$ cat src/rtl/pwm_demod_pkg.sv
// Shared constants and types for the pulse-width frame demodulator.
package pwm_demod_pkg;
    localparam logic [1:0] CTG_NONE   = 2'b00;
    localparam logic [1:0] CTG_ACK    = 2'b01;
    localparam logic [1:0] CTG_FLAG   = 2'b10;
    localparam logic [1:0] CTG_SCHEME = 2'b11;

    localparam int HDR_W = 2;
    localparam int PAR_W = 1;

    typedef enum logic [1:0] {SYM_ZERO, SYM_ONE, SYM_DELIM} sym_e;
endpackage

$ cat src/rtl/sample_tick_gen.sv
// Free-running divider; tick is high for one clock every DIV clocks.
module sample_tick_gen #(
    parameter int DIV = 50
) (
    input  logic clock,
    input  logic reset,
    output logic tick
);
    localparam int CW = $clog2(DIV);
    localparam logic [CW-1:0] LAST = CW'(DIV - 1);

    logic [CW-1:0] cnt;

    always_ff @(posedge clock or negedge reset) begin
        if (!reset)           cnt <= '0;
        else if (cnt == LAST) cnt <= '0;
        else                  cnt <= cnt + 1'b1;
    end

    assign tick = (cnt == LAST);
endmodule

$ cat src/rtl/pwm_frame_demod.sv
// Classifies sampled high-pulse widths into bits/delimiters and assembles
// ACK, FLAG and SCHEME frames with header, length and even-parity checks.
module pwm_frame_demod
    import pwm_demod_pkg::*;
#(
    parameter int DIV        = 50,
    parameter int CNT_W      = 10,
    parameter int ZERO_MIN   = 0,
    parameter int ZERO_MAX   = 3,
    parameter int ONE_MIN    = 4,
    parameter int ONE_MAX    = 6,
    parameter int IDLE_TICKS = 500,
    parameter int FLAG_W     = 8,
    parameter int SCHEME_W   = 48
) (
    input  logic                clock,
    input  logic                reset,
    input  logic                insig,
    input  logic                working,
    output logic [1:0]          ord,
    output logic [1:0]          ctg,
    output logic [FLAG_W-1:0]   cur_flag,
    output logic [SCHEME_W-1:0] cur_scheme,
    output logic                frame_valid,
    output logic                frame_err,
    output logic [7:0]          err_count
);
    localparam int BUF_W = SCHEME_W + HDR_W + PAR_W;
    localparam int LEN_W = $clog2(BUF_W + 1);
    localparam logic [LEN_W-1:0] LEN_ACK  = LEN_W'(HDR_W + PAR_W);
    localparam logic [LEN_W-1:0] LEN_FLAG = LEN_W'(FLAG_W + HDR_W + PAR_W);
    localparam logic [LEN_W-1:0] LEN_SCH  = LEN_W'(BUF_W);
    localparam logic [CNT_W-1:0] W_ZMIN   = CNT_W'(ZERO_MIN);
    localparam logic [CNT_W-1:0] W_ZMAX   = CNT_W'(ZERO_MAX);
    localparam logic [CNT_W-1:0] W_OMIN   = CNT_W'(ONE_MIN);
    localparam logic [CNT_W-1:0] W_OMAX   = CNT_W'(ONE_MAX);
    localparam logic [CNT_W-1:0] GAP_LAST = CNT_W'(IDLE_TICKS - 1);

    logic             s_meta, s, tick;
    logic [BUF_W-1:0] shreg;
    logic [LEN_W-1:0] len;
    logic [CNT_W-1:0] width, gap, width_inc, gap_inc;
    logic             par, ovf, acc;
    logic [1:0]       acc_ctg;
    sym_e             sym;

    sample_tick_gen #(.DIV(DIV)) u_tick (
        .clock (clock),
        .reset (reset),
        .tick  (tick)
    );

    assign width_inc = (&width) ? width : width + 1'b1;
    assign gap_inc   = (&gap)   ? gap   : gap + 1'b1;

    always_comb begin
        sym = SYM_DELIM;
        if (width > W_ZMIN && width < W_ZMAX)      sym = SYM_ZERO;
        else if (width > W_OMIN && width < W_OMAX) sym = SYM_ONE;
    end

    // Header sits just above the parity bit, so its position depends on length.
    always_comb begin
        acc_ctg = CTG_NONE;
        if (len == LEN_ACK && shreg[PAR_W +: HDR_W] == CTG_ACK)
            acc_ctg = CTG_ACK;
        else if (len == LEN_FLAG && shreg[FLAG_W+PAR_W +: HDR_W] == CTG_FLAG)
            acc_ctg = CTG_FLAG;
        else if (len == LEN_SCH && shreg[SCHEME_W+PAR_W +: HDR_W] == CTG_SCHEME)
            acc_ctg = CTG_SCHEME;
        acc = (acc_ctg != CTG_NONE) && !par && !ovf;
    end

    always_ff @(posedge clock or negedge reset) begin
        if (!reset) begin
            s_meta      <= 1'b0;
            s           <= 1'b0;
            shreg       <= '0;
            len         <= '0;
            width       <= '0;
            gap         <= '0;
            par         <= 1'b0;
            ovf         <= 1'b0;
            ord         <= '0;
            ctg         <= CTG_NONE;
            cur_flag    <= '0;
            cur_scheme  <= '0;
            frame_valid <= 1'b0;
            frame_err   <= 1'b0;
            err_count   <= '0;
        end else begin
            s_meta      <= insig;
            s           <= s_meta;
            frame_valid <= 1'b0;
            frame_err   <= 1'b0;
            if (tick) begin
                if (working) begin
                    shreg <= '0;
                    len   <= '0;
                    width <= '0;
                    gap   <= '0;
                    par   <= 1'b0;
                    ovf   <= 1'b0;
                end else if (s) begin
                    width <= width_inc;
                    gap   <= '0;
                end else if (width != '0) begin
                    width <= '0;
                    if (sym == SYM_DELIM) begin
                        shreg <= '0;
                        len   <= '0;
                        par   <= 1'b0;
                        ovf   <= 1'b0;
                        if (len != '0) begin
                            if (acc) begin
                                ord         <= ord + 1'b1;
                                ctg         <= acc_ctg;
                                frame_valid <= 1'b1;
                                if (acc_ctg == CTG_FLAG)   cur_flag   <= shreg[PAR_W +: FLAG_W];
                                if (acc_ctg == CTG_SCHEME) cur_scheme <= shreg[PAR_W +: SCHEME_W];
                            end else begin
                                frame_err <= 1'b1;
                                if (err_count != 8'hFF) err_count <= err_count + 1'b1;
                            end
                        end
                    end else begin
                        if (sym == SYM_ONE) par <= ~par;
                        if (len == LEN_SCH) begin
                            ovf <= 1'b1;
                        end else begin
                            shreg <= {shreg[BUF_W-2:0], sym == SYM_ONE};
                            len   <= len + 1'b1;
                        end
                    end
                end else begin
                    gap <= gap_inc;
                    // Fires once as the gap crosses the threshold, then gap just saturates.
                    if (gap == GAP_LAST) begin
                        shreg <= '0;
                        len   <= '0;
                        par   <= 1'b0;
                        ovf   <= 1'b0;
                        if (len != '0) begin
                            frame_err <= 1'b1;
                            if (err_count != 8'hFF) err_count <= err_count + 1'b1;
                        end
                    end
                end
            end
        end
    end
endmodule

$ cat config.mk
export PLATFORM = sky130hd
export DESIGN_NAME = pwm_frame_demod
export DESIGN_NICKNAME = d
export VERILOG_FILES = /design/src/rtl/pwm_demod_pkg.sv /design/src/rtl/sample_tick_gen.sv /design/src/rtl/pwm_frame_demod.sv
export SDC_FILE = /design/constraint.sdc
export NUM_CORES = 1
export LEC_CHECK = 0
export ABC_CLOCK_PERIOD_IN_PS = 4150
export BUFFER_PORTS_ARGS = -buffer_cell sky130_fd_sc_hd__buf_2
export CAP_MARGIN = 5
export CORE_MARGIN = 5
export CORE_UTILIZATION = 45
export CTS_CLUSTER_DIAMETER = 200
export DETAILED_ROUTE_END_ITERATION = 16
export HOLD_SLACK_MARGIN = 0.12
export SLEW_MARGIN = 20
export SYNTH_ARGS = -nofsm -noshare
export SYNTH_HDL_FRONTEND = slang
export SYNTH_HIERARCHICAL = 1
export SYNTH_SLANG_ARGS = --single-unit
$ cat constraint.sdc
create_clock -name clock -period 4.15 [get_ports clock]
set_input_delay 0.415 -clock clock [delete_from_list [all_inputs] [get_ports clock]]
set_output_delay 0.415 -clock clock [all_outputs]
set_load 0.1 [all_outputs]
# Yosys cells after proc, flatten, opt, wreduce, memory -nomap -nowiden

Cells that the tools add are included.

Input port bits: 4
Output and inout port bits: 70
Bits in registers: 157

Magnitude comparators: 4
Reductions and logical operators: 26
Add/subtract/negate cells: 6
Bitwise operators: 3
Equal/unequal tests: 22
Mux-type cells: 60

Operators with widths:

| kind                                                         | number |
|---|---|
| 2-to-1 mux 51 bit                                            | 6 |
| 2-to-1 mux 10 bit                                            | 8 |
| 2-to-1 mux 8 bit                                             | 7 |
| 2-to-1 mux 6 bit                                             | 7 |
| 2-to-1 mux 1 bit                                             | 27 |
| adder 10 x 1 -> 10 bit (second input constant)               | 2 |
| AND reduction 10 bit                                         | 2 |
| AND reduction 8 bit                                          | 2 |
| AND reduction 7 bit                                          | 2 |
| adder 6 x 1 -> 6 bit (second input constant)                 | 2 |
| equality test 6 bit (second input constant)                  | 2 |
| AND reduction 4 bit                                          | 3 |
| equality test 10 x 9 -> 1 bit (second input constant)        | 1 |
| equality test 2 bit (second input constant)                  | 5 |
| > comparator 10 x 1 -> 1 bit (second input constant)         | 1 |
| > comparator 10 x 3 -> 1 bit (second input constant)         | 1 |
| less-than comparator 10 x 2 -> 1 bit (second input constant) | 1 |
| less-than comparator 10 x 3 -> 1 bit (second input constant) | 1 |
| 2-to-1 mux 2 bit                                             | 5 |
| nonzero test 10 bit                                          | 1 |
| inequality test 3 bit (second input constant)                | 3 |
| adder 8 x 1 -> 8 bit (second input constant)                 | 1 |
| inequality test 4 x 3 -> 1 bit (second input constant)       | 2 |
| inequality test 8 bit (second input constant)                | 1 |
| other kinds (14)                                             | 28 |

# Depth between registers and ports, before layout

Depth in word-level cells: 15
Depth in mapped cells: 12
Depth with buffers taken out: 9

# Cells and area by module

The synthesis kept the hierarchy.

Modules (own cells, without submodules):

| module          | cells each | area an instance (sq um) | instances |
|---|---|---|---|
| pwm_frame_demod | 499        | 6402.4                   | 1 |
| sample_tick_gen | 26         | 285.3                    | 1 |

# Least setup slack after synthesis

No wires, ideal clock.

Kind: register -> register
Start: register u_tick.cnt[1]
End: register cur_scheme[27]
Clock period less this slack: 2337 ps
Buffers on the path: 3
Library setup time: 128 ps
Required time: 4022 ps
Slack: 1813 ps
Arrival: 2209 ps
Stages on the path, launching flop included: 13
Cell sequence: dfrtp_1 -> inv_1 -> ha_1 -> nor2b_1 -> and4b_1 -> clkbuf_2 -> o211ai_4 -> nor3_1 -> nand2_1 -> nor2_1 -> buf_6 -> buf_6 -> mux2_1

Word-level cells in the longest chain between the ends: 2

RTL lines:

| item                          | line                   | RTL |
|---|---|---|
| from (decl)                   | sample_tick_gen.sv:12  | `logic [CW-1:0] cnt;` |
| from (signal assigned)        | sample_tick_gen.sv:17  | `else cnt <= cnt + 1'b1;` |
| equality test 6 bit           | sample_tick_gen.sv:20  | `assign tick = (cnt == LAST);` |
| via tick                      | pwm_frame_demod.sv:39  | `logic s_meta, s, tick;` |
| AND reduction 8 bit (no line) | -                      |  |
| to (signal assigned)          | pwm_frame_demod.sv:120 | `if (acc_ctg == CTG_SCHEME) cur_scheme <= shreg[PAR_W +: SCHEME_W];` |
| to (decl)                     | pwm_frame_demod.sv:23  | `output logic [SCHEME_W-1:0] cur_scheme,` |

The timed path passes the listed nets, and every way through them passes these cells.
A chain may end at the register's enable or synchronous reset.

# Worst setup path in the final report

Start: register u_tick.cnt[1]
End: register len[4]

Word-level cells in the longest chain between the ends: 2

RTL lines:

| item                          | line                   | RTL |
|---|---|---|
| equality test 6 bit           | sample_tick_gen.sv:20  |  |
| via tick                      | pwm_frame_demod.sv:39  |  |
| AND reduction 4 bit (no line) | -                      |  |
| to (signal assigned)          | pwm_frame_demod.sv:132 | `len <= len + 1'b1;` |
| to (decl)                     | pwm_frame_demod.sv:41  | `logic [LEN_W-1:0] len;` |

The timed path passes the listed nets, and every way through them passes these cells.

==> results_dict.tcl <==
set metrics [dict create \
    ys_seq_elements 157 \
    syn_area_sq_um 6688 \
    rsz0062_at_grt "false" \
    hpwl_um 8491 \
    overflow 0 \
    antenna_found_initial 0 \
    placed_cells 763 \
    core_area_sq_um 14530 \
    synth_nets 537 \
    drt_first_pass_iters 4 \
    diodes 0 \
    drv_cap 0 \
    cts.clk_slew.worst_paths_ns 0.06 \
    grt_max_degree 106 \
    asyncSetResetFlopFracSynth_pct 100.0 \
    clock-skew-final_ns 0.01020 \
    grt_util_met1_pct 21.15 \
    p_leak_nw 3.821 \
    synthToLayoutAreaGrowth_pct 16.05 \
    vias 4346 \
    fin_cells 796 \
    start_util_pct 46.01 \
    io_buffers 73 \
    cp_max_fo 55 \
    critPathArrivalTime_ns 3.31 \
    ctsLongestPathBuffers 2 \
    met2_usage_pct 23.19 \
    cts_sinks 157 \
    grt_pass1_vias 4389 \
    wl_per_cell_um 16.30 \
    grt_pass1_wl_um 21980 \
    criticalPathCategory "reg2reg" \
    dieArea_sq_um 17400 \
    die_h_um 131.9 \
    drtAntennaViolNets 0 \
    die_w_um 131.9 \
    yosysSeqAreaShare_pct 58.75 \
    top_usage_layer "met2" \
    finalHoldViolCount 0 \
    fmax_mhz 336.8 \
    end_kind "flop" \
    ir_worst_vdd_mv 0.3027 \
    hold_path_class "in2async" \
    numCtsBuffers 17 \
    std_cell_rows 44 \
    finalMaxSlewViolations 0 \
    cp-start-kind "flop" \
    drive_gt1_share_pct 27.94 \
    gp_congestion 0.8029 \
    worst_slew_margin_rel_pct 35.65 \
    totalWireLength_um 12970 \
    avgSynthCellArea_sq_um 12.74 \
    synth-edff-count 0 \
    syn_inst 525 \
    use_met3_pct 3.893 \
    synth_warnings 6 \
    finalCritPeriodShare_pct 71.54 \
    worst_pin_slew_ns 0.9652 \
    cts_root_buffer "clkbuf_16" \
    postCtsSetupRepairBufs 0 \
    period_needed_ns 2.969 \
    fin_ws_ns 1.181 \
    vias_per_cell 5.460 \
    required_ns 4.49 \
    cts_tree "built" \
    htree_levels 4 \
    insertion_delay_ns 0.42 \
    setup_viol 0 \
    final.fill_count 1258 \
    drcViolationCount 0 \
    power.density_nw_per_um2 395.1 \
    num_io_pins 74 \
    grt_usage_pct 15.24 \
    ys.flop_type "dfrtp_1" \
    dp_slack_ns 1.177 \
    postCtsResizedCells 0 \
    synthDistinctLibCells 56 \
    fin_nets 611 \
    drt-initial-drc-count 305 \
    status "finished, final reports clean" \
    fin_setup_tns_ns 0 \
]
## critical path, stage by stage, from the launching register on
cell and delay [ns]:
dfrtp_1 0.40, inv_1 0.07, ha_1 0.13, nor2b_1 0.14, and4b_1 0.47, nand2_1 0.27
or3_1 0.50, a21oi_4 0.13, buf_4 0.49, nand4_1 0.15, mux2i_1 0.14
## through the flow
step	total power [mW]	cell area (sq um)	utilization, %	hold slack [ns]
after global placement	1.623	7191	49.47	0.3348
after detailed placement	1.625	7191	49.47	0.3373
after floorplan	1.584	6688	-	0.1194
after CTS	3.105	7761	53.40	0.1542
final	3.066	7761	53.40	0.1139
after global routing	3.173	7761	53.40	0.1950
## cells in the mapped netlist (8+ instances only)
| cell type | instances | area (sq um) |
|---|---|---|
| inv_1 | 9 | 33.78 |
| dfrtp_1 | 157 | 3929 |
| nand2_1 | 21 | 78.83 |
| a21oi_1 | 9 | 45.04 |
| nand3_1 | 21 | 105.1 |
| a22o_1 | 51 | 446.7 |
| o21ai_0 | 19 | 95.09 |
| xnor2_1 | 18 | 157.7 |
| ha_1 | 8 | 100.1 |
| nor2_1 | 34 | 127.6 |
| nor2b_1 | 8 | 50.05 |
| mux2_4 | 13 | 195.2 |
| nor3_1 | 12 | 60.06 |
| mux2_1 | 8 | 90.09 |
| buf_2 | 15 | 75.07 |
| mux2_2 | 37 | 416.7 |
## what timing repair did
action | in CTS | in global routing
endpoints found under the hold margin | 1 | 0
endpoints found under the setup margin | 0 | 0
hold buffers | 1 | 0
## flip-flops by register name (all words and copies together), names as in the netlist, 2 cells and up
register	flops
len	6
u_tick/cnt	6
ctg	2
width	10
ord	2
cur_flag	8
err_count	8
gap	10
cur_scheme	48
shreg	51
## per-layer routing
layer	wire length (um)	part of all wire, %
met1	6332	49
met2	5958	46
met3	530	4.1
met4	152	1.2
met5	0	0
## placed cells by master (no fill, tap or decap), types with 2 or more instances in the layout
cell / netlist / layout
or3_1: 7 / 7
mux2_2: 37 / 37
inv_1: 9 / 9
clkbuf_16: 0 / 17
clkinv_4: 0 / 3
and3_1: 6 / 6
nand3_1: 21 / 21
nand2_1: 21 / 21
o311ai_0: 2 / 2
o41ai_1: 2 / 2
nand4_1: 6 / 6
or2_2: 1 / 2
xnor2_1: 18 / 18
and2_1: 3 / 3
o21ai_0: 19 / 19
nor3_1: 12 / 12
mux2_4: 13 / 13
a21oi_1: 9 / 9
clkinv_2: 0 / 2
a22o_1: 51 / 51
inv_6: 0 / 2
mux2_1: 8 / 8
dfrtp_1: 157 / 157
buf_2: 15 / 72
nor2b_1: 8 / 8
a31oi_1: 6 / 6
o31ai_1: 5 / 5
xor2_1: 3 / 3
nor2_1: 34 / 33
buf_4: 1 / 7
ha_1: 8 / 8
nor3b_1: 2 / 2
nor4_1: 6 / 6
clkinvlp_4: 0 / 2
nand2b_1: 3 / 3
clkbuf_1: 3 / 3
## cells by family after synthesis
family | after synthesis | share of synthesized area (%)
compound gates | 102 | 11.77
simple gates | 143 | 11.71
flops | 157 | 58.75
fa+ha+maj | 8 | 1.497
buf+inv | 35 | 2.881
xor+xnor | 21 | 2.750
mux | 59 | 10.65
## final cells by class
cell class	count	area (sq um)	area share, %
Clock buffer	21	450.4	5.804
Clock inverter	11	110.1	1.419
Inverter	9	33.78	0.4353
Multi-Input combinational cell	333	2574	33.16
Sequential cell	157	3929	50.62
Tap cell	184	230.2	2.966
Timing Repair Buffer	81	434.2	5.594
## path summary, 6_finish.rpt
| check | startpoint | to | slack [ns] | cells after the start |
|---|---|---|---|---|
| max | u_tick/cnt[1]$_DFF_PN0_ | len[4]$_DFFE_PN0P_ | 1.18 | 10 |
| min | reset | err_count[3]$_DFFE_PN0P_ | 0.11 | 1 |
| max reg2reg | u_tick/cnt[1]$_DFF_PN0_ | len[4]$_DFFE_PN0P_ | 1.18 | 10 |
| min reg2reg | s_meta$_DFF_PN0_ | s$_DFF_PN0_ | 0.35 | 0 |
| max in group asynchronous | reset | shreg[48]$_DFFE_PN0P_ | 3.07 | 2 |
| min in group clock | s_meta$_DFF_PN0_ | s$_DFF_PN0_ | 0.35 | 0 |
## report_power, final
| group | switching (mW) | total, mW | internal, mW |
|---|---|---|---|
| sequential | 0.00235 | 1.54 | 1.53 |
| combinational | 0.0500 | 0.0595 | 0.00947 |
| clock | 0.622 | 1.47 | 0.850 |
| total | 0.674 | 3.07 | 2.39 |
Power figures use the tool's default switching activity.
